`src/rtl/aes_pkg.sv`:
```
// Shared AES constants and types used by the S-box sharing logic and the S4 wrapper.
package aes_pkg;

    localparam logic REQ_ROUND = 1'b0;
    localparam logic REQ_KEY   = 1'b1;

    // Default S-box latency; the S4 wrapper must be built with the same value.
    localparam int unsigned SBOX_LAT = 2;
    localparam int unsigned SBOX_W   = 32;

    typedef struct packed {
        logic v;
        logic id;
    } sbox_tag_t;

endpackage

```
`src/rtl/sbox_tag_pipe.sv`:
```
// Tag shift register that follows each word through the shared S-box and
// keeps a running count of valid stages.
module sbox_tag_pipe
    import aes_pkg::*;
#(
    parameter int unsigned LAT = SBOX_LAT,
    parameter int unsigned CW  = $clog2(LAT + 1)
) (
    input  logic          clk,
    input  logic          rst_n,
    input  sbox_tag_t     tag_i,
    output sbox_tag_t     tag_o,
    output logic [CW-1:0] inflight_o
);

    sbox_tag_t [LAT-1:0] stage_q;
    sbox_tag_t [LAT-1:0] stage_d;
    logic [CW-1:0]       inflight_q;
    logic [CW-1:0]       inflight_d;

    always_comb begin
        stage_d    = stage_q;
        stage_d[0] = tag_i;
        for (int k = 1; k < int'(LAT); k++) begin
            stage_d[k] = stage_q[k-1];
        end
        // One tag enters and one leaves per cycle, so the count moves by at most one.
        inflight_d = inflight_q + CW'(tag_i.v) - CW'(stage_q[LAT-1].v);
    end

    always_ff @(posedge clk or negedge rst_n) begin
        if (!rst_n) begin
            stage_q    <= '0;
            inflight_q <= '0;
        end else begin
            stage_q    <= stage_d;
            inflight_q <= inflight_d;
        end
    end

    assign tag_o      = stage_q[LAT-1];
    assign inflight_o = inflight_q;

endmodule

```
`src/rtl/sbox_share_arbiter.sv`:
```
// Round-robin sharing of one S4 substitution unit between the round datapath
// and key expansion; results are routed back by a latency-matched tag pipe.
module sbox_share_arbiter
    import aes_pkg::*;
#(
    parameter int unsigned LAT = SBOX_LAT,
    parameter int unsigned W   = SBOX_W
) (
    input  logic                       clk,
    input  logic                       rst_n,
    input  logic                       en,
    input  logic                       req0_valid,
    output logic                       req0_ready,
    input  logic [W-1:0]               req0_word,
    input  logic                       req1_valid,
    output logic                       req1_ready,
    input  logic [W-1:0]               req1_word,
    output logic [W-1:0]               sbox_in,
    input  logic [W-1:0]               sbox_out,
    output logic                       rsp0_valid,
    output logic                       rsp1_valid,
    output logic [W-1:0]               rsp_data,
    output logic                       idle,
    output logic [$clog2(LAT+1)-1:0]   inflight
);

    localparam int unsigned CW = $clog2(LAT + 1);

    logic      prio_q;
    logic      prio_d;
    logic      hs0;
    logic      hs1;
    sbox_tag_t tag_in;
    sbox_tag_t tag_out;

    // Readies are a function of valids and prio only; rst_n gating keeps them low during reset.
    always_comb begin
        req0_ready = 1'b0;
        req1_ready = 1'b0;
        if (en && rst_n) begin
            if (req0_valid && req1_valid) begin
                req0_ready = (prio_q == REQ_ROUND);
                req1_ready = (prio_q == REQ_KEY);
            end else begin
                req0_ready = req0_valid;
                req1_ready = req1_valid;
            end
        end
    end

    assign hs0 = req0_valid & req0_ready;
    assign hs1 = req1_valid & req1_ready;

    always_comb begin
        sbox_in = '0;
        if (hs0) begin
            sbox_in = req0_word;
        end else if (hs1) begin
            sbox_in = req1_word;
        end
    end

    always_comb begin
        prio_d = prio_q;
        if (hs0) begin
            prio_d = REQ_KEY;
        end else if (hs1) begin
            prio_d = REQ_ROUND;
        end
    end

    always_ff @(posedge clk or negedge rst_n) begin
        if (!rst_n) begin
            prio_q <= REQ_ROUND;
        end else begin
            prio_q <= prio_d;
        end
    end

    always_comb begin
        tag_in    = '0;
        tag_in.v  = hs0 | hs1;
        tag_in.id = hs1 ? REQ_KEY : REQ_ROUND;
    end

    sbox_tag_pipe #(
        .LAT (LAT),
        .CW  (CW)
    ) u_tag_pipe (
        .clk        (clk),
        .rst_n      (rst_n),
        .tag_i      (tag_in),
        .tag_o      (tag_out),
        .inflight_o (inflight)
    );

    assign rsp0_valid = tag_out.v & (tag_out.id == REQ_ROUND);
    assign rsp1_valid = tag_out.v & (tag_out.id == REQ_KEY);
    assign rsp_data   = sbox_out;
    assign idle       = (inflight == '0);

endmodule

```
`config.mk`:
```
export PLATFORM = sky130hd
export DESIGN_NAME = sbox_share_arbiter
export DESIGN_NICKNAME = d
export VERILOG_FILES = /design/src/rtl/aes_pkg.sv /design/src/rtl/sbox_tag_pipe.sv /design/src/rtl/sbox_share_arbiter.sv
export SDC_FILE = /design/constraint.sdc
export NUM_CORES = 1
export LEC_CHECK = 0
export BUFFER_PORTS_ARGS = -buffer_cell sky130_fd_sc_hd__clkbuf_2
export CORE_AREA = 2 2 67 69
export DETAILED_ROUTE_END_ITERATION = 8
export DIE_AREA = 0 0 69 71
export PLACE_DENSITY = 0.81
export SLEW_MARGIN = 10
export SYNTH_ARGS = -nofsm -noshare
export SYNTH_HDL_FRONTEND = slang
export SYNTH_SLANG_ARGS = --single-unit
```
`constraint.sdc`:
```
create_clock -name clk -period 2.3 [get_ports clk]
set_clock_uncertainty 0.1 [all_clocks]
set_input_delay 0.46 -clock clk [delete_from_list [all_inputs] [get_ports clk]]
set_output_delay 0.46 -clock clk [all_outputs]
set_load 0.01 [all_outputs]
```
; ---- Yosys cells after proc, flatten, opt, wreduce, memory -nomap -nowiden
; Cells that the tools add are included.
[word_totals]
memories = 0
in_bits = 101
ff_bits = 7
mem_bits_ro = 0
elab_cells = 28
latchBits = 0
ram_bits = 0
[op_classes]
bitwise_logic = 7
order_cmp = 0
n_addsub = 2
muxes = 9
reduce_logical = 4
n_mul = 0
div = 0
shifts = 0
n_eq_ne = 0
[op_table]
columns = operator, count
row1 = 32-bit 2-to-1 mux, 2
row2 = 1-bit 2-to-1 mux, 7
row3 = 1-bit bitwise AND, 4
row4 = 2-bit by 1-bit adder with 2-bit output, 1
row5 = 1-bit logical AND, 2
row6 = 2-bit zero test, 1
row7 = 1-bit NOT, 2
row8 = 2-bit nonzero test, 1
row9 = 2-bit by 1-bit subtractor with 2-bit output, 1
row10 = 1-bit OR, 1

; ---- Logic depth before layout (Yosys ltp)
[logic_depth]
ltp_word = 7
depth_mapped = 6
depth_no_buf = 6

; ---- Cells and area by module
; From an unflattened synthesis, not the netlist that was laid out.
[unflattened]
hier_cells = 93
hier_area_um2 = 908.4
[modules_own_cells]
columns = mod, seq_area_each_um2, cells_each, area_per_inst_um2, instances
row1 = sbox_share_arbiter, 25.0, 82, 701.9, 1
row2 = sbox_tag_pipe, 150.1, 11, 206.4, 1

; ---- Least setup slack after synthesis
; Ideal clock, no wire load.
[synth_path]
path_type = in2out
from = input en
to = output sbox_in[22]
slack_ps = 629
cell_stages = 4
t_required_ps = 1740
arrival_ps = 1111
cell_sequence = nand3_1 a21oi_4 buf_6 a22o_1
[synth_between]
word_cells_on_any_way = 7
cone_classes = mux: 4 / bitwise: 2 / reduce/logical: 1
[synth_rtl]
columns = item, line
row1 = from (decl), sbox_share_arbiter.sv:11  ; input logic en,
row2 = 1-bit logical AND, sbox_share_arbiter.sv:40  ; if (en && rst_n) begin
row3 = 1-bit 2-to-1 mux, sbox_share_arbiter.sv:40
row4 = net req0_ready, sbox_share_arbiter.sv:13  ; output logic req0_ready,
row5 = 1-bit bitwise AND, sbox_share_arbiter.sv:51  ; assign hs0 = req0_valid & req0_ready;
row6 = 32-bit 2-to-1 mux, sbox_share_arbiter.sv:56  ; if (hs0) begin
row7 = to (decl), sbox_share_arbiter.sv:18  ; output logic [W-1:0] sbox_in,
; The timed path passes the listed nets, and every way through them passes these cells.

; ---- Final worst setup path
[layout_path]
from = register prio_q
to = output sbox_in[0]
[layout_between]
elab_chain_len = 5
word_cells_on_any_way = 9
cone_classes = mux: 6 / bitwise: 3
[layout_rtl]
columns = item, line
row1 = from (decl), sbox_share_arbiter.sv:29  ; logic prio_q;
row2 = from (signal assigned), sbox_share_arbiter.sv:76  ; prio_q <= prio_d;
row3 = 1-bit 2-to-1 mux / 1-bit NOT (equally long branches), "sbox_share_arbiter.sv:41, sbox_share_arbiter.sv:42"
row4 = 1-bit 2-to-1 mux (on tied branches), "sbox_share_arbiter.sv:40, sbox_share_arbiter.sv:41"
row5 = 1-bit bitwise AND / 1-bit 2-to-1 mux (equally long branches), "sbox_share_arbiter.sv:52, sbox_share_arbiter.sv:40"
row6 = 32-bit 2-to-1 mux / 1-bit bitwise AND (equally long branches), "sbox_share_arbiter.sv:58, sbox_share_arbiter.sv:51"
row7 = 32-bit 2-to-1 mux (*), sbox_share_arbiter.sv:56
; Every way passes the cells marked *; elsewhere a longest branch is shown, timed or not.

==> results.cfg <==
[status]
status = completed

[drt]
first_pass_iters = 4
drtIter0Drc = 8
wl_per_cell_um = 12.48
drtAntennaViolNets = 0
drt-total-wl_um = 2809
dr_total_vias = 989
drcViolationCount = 0
viasPerCell = 4.396

[clocking]
cts-root-buf = clkbuf_8
ctsHoldBuffers = 1
cts_resized = 0
cts_num_sinks = 7
cts_setup_buffers = 0
clockBufferDepth = 2
cts_tree = done
ctsHtreeMaxLevel = 1
clk_latency_ns = 0.23
path_clk_slew_ns = 0.04
numCtsBuffers = 3

[die]
fp.coreArea_um2 = 4204
die_x_um = 69
ios = 172
die_y_um = 71
dieArea_um2 = 4899
start_util_pct = 21.34
fp-row-count = 24

[synthesis]
synthTopCellsByArea = buf_4 29%, a22o_1 28%, dfrtp_1 20%
yosys_warnings = 0
ys_types = 18
ys.flop_type = dfrtp_1
synthesis.nets = 197
postSynthAreaPerCell_um2 = 9.544
synth_edf_count = 0
ys_seq_area_share_pct = 19.53
netlist.area_leader.share_pct = 29.29
ys_ff_latch = 7
synth.most_common_cell = buf_4
synth-async-reset-ratio_pct = 100.0
synth_cells = 94
synth.largest_area_cell = buf_4
syn_area_um2 = 897.1
synthTopCellsByCount = 35 x buf_4, 29 x a22o_1, 7 x dfrtp_1

[final_layout]
drive_gt1_share_pct = 70.52
seq_area_um2 = 175.2
finalNetCount = 277
area_growth_pct = 45.61
antenna_cells = 0
fillers = 439
multi_input_area_um2 = 417.9
post-route-cell-area_um2 = 1306

[global_routing]
grt_overflow = 0
grt_pass1_vias = 977
grt_pass1_wl_um = 4250
grt_usage_pct = 10.56
antenna_found_initial = 0
grt_max_degree = 20

[power]
p_comb_share_pct = 44.2
ir_drop_uv = 185.5
p_leak_nw = 0.7837
power_density_nw_per_um2 = 477.4
p_int_mw = 0.4142
power.share.clock_pct = 28.0
switchingPower_mw = 0.2094
power_mw = 0.6236
switching_share_pct = 33.58
p_seq_share_pct = 27.8

[worst_setup_path]
max_stage_delay_ns = 0.43
cp-start-kind = flop
crit_slowest_cell = dfrtp_1
worstPathArrival_ns = 1.49
cp_max_fo = 19
crit_type = flop to output port
crit_chain = nor2b_2, nor2_4, buf_4, a22o_2, clkbuf_2
r2r_cells = 6
cp.required_ns = 1.74
end_kind = output port

[worst_hold_path]
min_path_type = input port to asynchronous set/reset pin

[timing]
finalCritPeriodShare_pct = 89.26
maxSlewHeadroom_pct = 81.82
hold_viol_final = 0
fmax_ghz = 0.4871
finalSetupViolations = 0
finalMaxSlewViolations = 0
worst_hold_slack_ns = 0.1116
setup-tns-final_ns = 0
min_period_ns = 2.053
worstMarginPinSlew_ns = 0.2721
rsz0062_at_grt = false

[placed_design]
numPortBuffers = 107
placed_cell_area_um2 = 1251
hpwl_um = 2377
place.gp.congestion = 0.7250

[run]
drv_cap = 0
-- power by group through the flow --
| stage | Clock [mW] | Sequential (mW) | Combinational, mW |
|---|---|---|---|
| 2_1_floorplan | 0 | 0.181 | 0.186 |
| 3_3_place_gp | 0 | 0.174 | 0.264 |
| 3_5_place_dp | 0 | 0.176 | 0.274 |
| 4_1_cts | 0.177 | 0.173 | 0.281 |
| 5_1_grt | 0.185 | 0.178 | 0.304 |
| 6_report | 0.174 | 0.173 | 0.276 |
-- kinds of logic after synthesis --
group           count (synthesis)  share of synthesized area [%]
flops                           7                          19.53
compound gates                 35                          35.70
simple gates                    8                          6.137
fa+ha+maj                       2                          2.789
buf+inv                        40                          33.89
xor+xnor                        2                          1.953
-- sequential cells by signal, summed over array words and instances (netlist names) --
name,flops
u_tag_pipe.inflight_o,2
u_tag_pipe.stage_d,2
u_tag_pipe.tag_o,2
prio_q,1
-- final timing paths --
kind | start | to | slack (ns)
worst max-delay path | prio_q | sbox_in[0] | 0.25
worst min-delay path | rst_n | u_tag_pipe.stage_d[2] | 0.11
worst max register to register | u_tag_pipe.inflight_o[0] | u_tag_pipe.inflight_o[1] | 0.88
worst min register to register | u_tag_pipe.stage_d[3] | u_tag_pipe.tag_o[1] | 0.25
max in group asynchronous | rst_n | prio_q | 1.48
min in group clk | u_tag_pipe.stage_d[3] | u_tag_pipe.tag_o[1] | 0.25
-- critical path, delay by kind of cell, from the launching register on --
kind | cells | cell delay [ns]
simple gates | 2 | 0.29
buf+inv | 2 | 0.33
flops | 1 | 0.43
compound gates | 1 | 0.22
-- layer usage --
metal	track usage [%]	up-vias	share of wire (%)
li1	-	475	-
met1	10.39	441	35
met2	21.69	73	54
met3	2.564	0	10
met4	2.832	0	0
met5	0	-	0
-- metrics by stage --
| step | utilization, % | setup slack [ns] | instances |
|---|---|---|---|
| global route | 31.07 | 0.1696 | 225 |
| global placement | 29.76 | 0.2346 | 220 |
| finish | 31.07 | 0.2469 | 225 |
| CTS | 31.07 | 0.2277 | 225 |
| floorplan | - | 0.6292 | 94 |
| detailed placement | 29.76 | 0.2225 | 220 |
-- cells in the final DEF (no fill, tap or decap), drive strengths merged --
master / netlist / layout
ha: 2 / 2
o211a: 1 / 1
a32o: 1 / 1
dlygate4sd3: 0 / 1
nor2: 3 / 3
nand3: 2 / 2
clkbuf: 0 / 111
and2: 1 / 1
dfrtp: 7 / 7
a22o: 32 / 32
nor2b: 2 / 2
buf: 38 / 5
xnor2: 2 / 2
inv: 2 / 2
a21oi: 1 / 1
-- layout make-up --
class,count,share of cell area [%]
clock buffer,4,3.448
inverter,2,0.5747
multi-input combinational,47,31.99
sequential,7,13.41
tap,52,4.981
timing repair buffer,113,45.59
Note: power is estimated with default switching activity, not from simulation.
